===== src/rtl/traffic_sequencer.sv =====
// rtl/traffic_sequencer.sv - timed RED/GREEN/YELLOW phase sequencer with flashing-yellow fallback
// Optional pedestrian request handling is enabled by defining PED_REQ_EN.
module traffic_sequencer #(
    parameter int TICK_DIV    = 4,
    parameter int RED_T       = 6,
    parameter int GREEN_T     = 8,
    parameter int YELLOW_T    = 2,
    parameter int MIN_GREEN_T = 3,
    parameter int FLASH_T     = 2,
    parameter int CW          = 8
) (
    input  logic          clk,
    input  logic          rst,
    input  logic          en,
`ifdef PED_REQ_EN
    input  logic          ped_req,
    output logic          walk,
`endif
    output logic [1:0]    state,
    output logic [CW-1:0] remaining
);

    typedef enum logic [2:0] {
        S_RED,
        S_GREEN,
        S_YELLOW,
        S_FLASH_ON,
        S_FLASH_OFF
    } fsm_t;

    localparam logic [CW-1:0] RED_L    = CW'(RED_T);
    localparam logic [CW-1:0] GREEN_L  = CW'(GREEN_T);
    localparam logic [CW-1:0] YELLOW_L = CW'(YELLOW_T);
    localparam logic [CW-1:0] FLASH_L  = CW'(FLASH_T);
    localparam logic [CW-1:0] DIV_LAST = CW'(TICK_DIV - 1);

    fsm_t          fsm, fsm_n;
    logic [CW-1:0] presc, presc_n;
    logic [CW-1:0] rem_n;
    logic          tick, expire, normal, cut;

`ifdef PED_REQ_EN
    // Completed green ticks reach MIN_GREEN_T once remaining drops to this value.
    localparam logic [CW-1:0] PED_CUT = CW'(GREEN_T + 1 - MIN_GREEN_T);
    logic ped_pending, pend_n, walk_n;
`endif

    assign tick   = (presc == DIV_LAST);
    assign expire = tick && (remaining == CW'(1));
    assign normal = (fsm == S_RED) || (fsm == S_GREEN) || (fsm == S_YELLOW);

    always_comb begin
        fsm_n   = fsm;
        presc_n = tick ? '0 : presc + CW'(1);
        rem_n   = tick ? remaining - CW'(1) : remaining;
`ifdef PED_REQ_EN
        walk_n  = walk;
        pend_n  = ped_pending | (ped_req & ~walk);
        cut     = ped_pending && tick && (remaining <= PED_CUT);
`else
        cut     = 1'b0;
`endif
        if (normal && !en) begin
            fsm_n   = S_FLASH_ON;
            rem_n   = FLASH_L;
            presc_n = '0;
`ifdef PED_REQ_EN
            walk_n  = 1'b0;
            pend_n  = 1'b0;
`endif
        end else if (!normal && en) begin
            fsm_n   = S_RED;
            rem_n   = RED_L;
            presc_n = '0;
        end else begin
            case (fsm)
                S_RED: if (expire) begin
                    fsm_n   = S_GREEN;
                    rem_n   = GREEN_L;
                    presc_n = '0;
`ifdef PED_REQ_EN
                    walk_n  = 1'b0;
`endif
                end
                S_GREEN: if (expire || cut) begin
                    fsm_n   = S_YELLOW;
                    rem_n   = YELLOW_L;
                    presc_n = '0;
                end
                S_YELLOW: if (expire) begin
                    fsm_n   = S_RED;
                    rem_n   = RED_L;
                    presc_n = '0;
`ifdef PED_REQ_EN
                    // Serving the request consumes it; a press in this same cycle is absorbed.
                    if (ped_pending) begin
                        walk_n = 1'b1;
                        pend_n = 1'b0;
                    end
`endif
                end
                S_FLASH_ON: if (expire) begin
                    fsm_n   = S_FLASH_OFF;
                    rem_n   = FLASH_L;
                    presc_n = '0;
                end
                S_FLASH_OFF: if (expire) begin
                    fsm_n   = S_FLASH_ON;
                    rem_n   = FLASH_L;
                    presc_n = '0;
                end
                default: begin
                    fsm_n   = S_RED;
                    rem_n   = RED_L;
                    presc_n = '0;
                end
            endcase
        end
    end

    always_ff @(posedge clk) begin
        if (rst) begin
            fsm       <= S_RED;
            presc     <= '0;
            remaining <= RED_L;
`ifdef PED_REQ_EN
            walk        <= 1'b0;
            ped_pending <= 1'b0;
`endif
        end else begin
            fsm       <= fsm_n;
            presc     <= presc_n;
            remaining <= rem_n;
`ifdef PED_REQ_EN
            walk        <= walk_n;
            ped_pending <= pend_n;
`endif
        end
    end

    always_comb begin
        case (fsm)
            S_RED:       state = 2'b00;
            S_GREEN:     state = 2'b01;
            S_YELLOW:    state = 2'b10;
            S_FLASH_ON:  state = 2'b10;
            default:     state = 2'b11;
        endcase
    end

endmodule

===== config.mk =====
export PLATFORM = sky130hd
export DESIGN_NAME = traffic_sequencer
export DESIGN_NICKNAME = d
export VERILOG_FILES = /design/src/rtl/traffic_sequencer.sv
export SDC_FILE = /design/constraint.sdc
export NUM_CORES = 1
export LEC_CHECK = 0
export BUFFER_PORTS_ARGS = -buffer_cell sky130_fd_sc_hd__buf_2
export CORE_ASPECT_RATIO = 0.9
export CORE_MARGIN = 5
export CORE_UTILIZATION = 55
export DETAILED_ROUTE_END_ITERATION = 16
export PLACE_DENSITY = 0.8
export SLEW_MARGIN = 20
export SYNTH_ARGS = -nofsm -noshare
export SYNTH_HDL_FRONTEND = slang
export SYNTH_SLANG_ARGS = --single-unit

===== constraint.sdc =====
create_clock -name clk -period 4.85 [get_ports clk]
set_input_delay 0.7275 -clock clk [delete_from_list [all_inputs] [get_ports clk]]
set_output_delay 0.7275 -clock clk [all_outputs]
set_load 0.01 [all_outputs]

==> run_results.csv <==
group,metric,value,unit
setup_path,end_kind,"flip-flop",
grt,grt_pass1_wl,3790,µm
logic_synthesis,synth_seq_area_share,0.344,
logic_synthesis,syn-num-nets,139,
final_layout,layout.cell_area.non_filler,1210,µm²
clock_tree,clock_latency,0.30,ns
sta,rsz0062_at_grt,"false",
worst_hold_path,hold_class,"reg2reg",
place,port_buffers,12,
power,switching_power,95.0,µW
power,ir_worst_vdd,0.000194,V
setup_path,crit_slowest_cell,"or4b_2",
sta,hold_viol_final,0,
place,place_area,1190,µm²
setup_path,path_buf_inv,0,
die,rows,15,
clock_tree,htreeDepth,1,
grt,grt_start_max_net_pins,15,
setup_path,reg2reg_slack,2.47,ns
route,num_vias,981,
setup_path,critPathMostFrequentCell,"a21oi_1",
sta,relSlewSlack,0.458,
clock_tree,cts_tree,"built",
logic_synthesis,synth_seq_cells,19,
setup_path,cp_top_family,"simple AND/OR/NAND/NOR gates",
final_layout,num_antenna_cells,0,
logic_synthesis,synth_top_flop_cell,"dfxtp_1",
place,gp_congestion,0.815,
power,power_frac_comb,0.194,
route,viasPerCell,5.80,
die,start_util,0.578,
route,wl,2210,µm
route,drt_iter0_markers,15,
die,core_area,1910,µm²
status,status,"completed",
setup_path,worstPathRequired,5.05,ns
grt,antenna_found_initial,0,
logic_synthesis,synth_edf_count,0,
logic_synthesis,synthArstFlopShare,0,
clock_tree,root_buffer,"clkbuf_4",
route,wl_per_cell,13.0,µm
power,power_frac_seq,0.553,
power,leakage,0.494,nW
sta,final_max_slew_viol_count,0,
clock_tree,hold_buffers,0,
final_layout,register_area,380,µm²
sta,hold_ws,0.468,ns
sta,worst_pin_slew,0.806,ns
setup_path,crit_chain,"a21oi_1 > ha_1 > or4b_2 > a21oi_1 > o21a_1 > mux2_2",
logic_synthesis,ys_types,40,
sta,finalSetupTns,0,ns
logic_synthesis,syn_avg_cell_area,8.45,µm²
final_layout,syn2layout_area_growth,9.72,%
logic_synthesis,synth_area,1110,µm²
grt,grt_usage,0.161,
setup_path,cpPeakStageDelay,0.64,ns
power,powerDensity,262,nW/µm²
route,antenna_left,0,
die,die_h,52.6,µm
place,dp_hpwl,1670,µm
run,maxCapViolCount,0,
power,switching_share,0.298,
sta,clock-skew-final,0.00199,ns
final_layout,final_cell_mix,"nor2_1 (19), dfxtp_1 (19), buf_2 (12)",
die,die_w,57.3,µm
logic_synthesis,synthCells,131,
power,internal-power,224,µW
clock_tree,path_clk_slew,0.11,ns
logic_synthesis,ys.warnings.count,0,
setup_path,crit_fanout,14,
final_layout,fillers,180,
final_layout,nets,153,
route,dr.pass1.iters,4,
grt,grt_overflow,0,
power,clockPowerShare,0.253,
grt,grt_pass1_vias,912,
sta,fmax,419,MHz
final_layout,drive_gt1_frac,0.215,
setup_path,path_class,"reg2reg",
setup_path,cp-start-kind,"flip-flop",
clock_tree,cts_resized,0,
final_layout,multiInputGateArea,686,µm²
sta,fin_crit,2.38,ns
clock_tree,cts_buffer_depth,2,
die,die-area,3010,µm²
sta,finalCritPeriodShare,0.492,
die,ios,13,
route,drc_errors,0,
clock_tree,numCtsBuffers,3,
clock_tree,postCtsSetupBuffers,0,
sta,setup_viol,0,
setup_path,worstPathArrival,2.59,ns
clock_tree,clkSinkCount,19,
flip-flops by register name, summed over array words and instances (netlist names):
signal,flops
fsm,3
presc,8
remaining,8
logic make-up (layout without fill, tap and decap cells):
| logic type | count (synthesis) | in the layout | share of synthesized area |
|---|---|---|---|
| simple gates | 62 | 62 | 0.332 |
| compound gates | 21 | 21 | 0.122 |
| xor+xnor | 10 | 10 | 0.0791 |
| buf+inv | 11 | 24 | 0.0373 |
| fa+ha+maj | 5 | 5 | 0.0565 |
| mux | 3 | 3 | 0.0294 |
| flops | 19 | 19 | 0.343 |
Yosys cell counts, types with 2 or more instances:
library cell  count  share of area
nand3_1           5          0.023
nor2_1           19          0.064
or2_2             3          0.017
o31ai_1           2          0.014
nor4_1            2          0.011
nand2b_1          3          0.017
or3_1             3          0.017
ha_1              5          0.056
dfxtp_1          19           0.34
xnor2_1           3          0.024
or3b_2            2          0.016
nand4_1           4          0.023
a21oi_1           9          0.041
nand4b_1          2          0.016
o211ai_1          2          0.014
nand2_1           2         0.0068
inv_1             8          0.027
nor3_1            3          0.014
mux2_2            2          0.020
o21ai_0           2         0.0090
xor2_1            7          0.055
clkbuf_1          3          0.010
nor2b_1           2          0.011
or4_4             3          0.031
stage by stage:
stage,power (mW),cells,utilization,worst slack [ns]
after CTS,0.322,169,0.635,2.49
after global routing,0.341,169,0.635,2.37
after floorplan,0.226,131,-,2.50
final,0.319,169,0.635,2.47
after global placement,0.239,165,0.620,2.37
after detailed placement,0.241,165,0.620,2.30
cell type report:
| class | count | area share |
|---|---|---|
| timing repair buffer | 12 | 0.0494 |
| tap | 25 | 0.0257 |
| clock inverter | 1 | 0.00412 |
| sequential | 19 | 0.313 |
| inverter | 8 | 0.0247 |
| multi-input combinational | 101 | 0.564 |
| clock buffer | 3 | 0.0185 |
metal layers:
metal | track usage | share of wire | up-vias
li1 | - | - | 492
met1 | 0.183 | 0.47 | 467
met2 | 0.291 | 0.48 | 20
met3 | 0.0542 | 0.047 | 2
met4 | 0.0347 | 0.0054 | 0
met5 | 0 | 0 | -
power by group through the flow:
| stage | clock [mW] | sequential (mW) | combinational [mW] |
|---|---|---|---|
| 3_5_place_dp | 0 | 0.179 | 0.0622 |
| 3_3_place_gp | 0 | 0.179 | 0.0604 |
| 4_1_cts | 0.0843 | 0.175 | 0.0624 |
| 2_1_floorplan | 0 | 0.170 | 0.0561 |
| 5_1_grt | 0.0938 | 0.178 | 0.0698 |
| 6_report | 0.0806 | 0.176 | 0.0619 |
final timing paths:
check / start / to / depth (start not counted)
hold / removal: presc[0]$_SDFF_PP0_ / presc[0]$_SDFF_PP0_ / 1
setup / recovery: fsm[2]$_SDFFE_PP0P_ / fsm[1]$_SDFFE_PP0P_ / 6
hold reg to reg: presc[0]$_SDFF_PP0_ / presc[0]$_SDFF_PP0_ / 1
setup reg to reg: fsm[2]$_SDFFE_PP0P_ / fsm[1]$_SDFFE_PP0P_ / 6
Power figures use the tool's default switching activity.
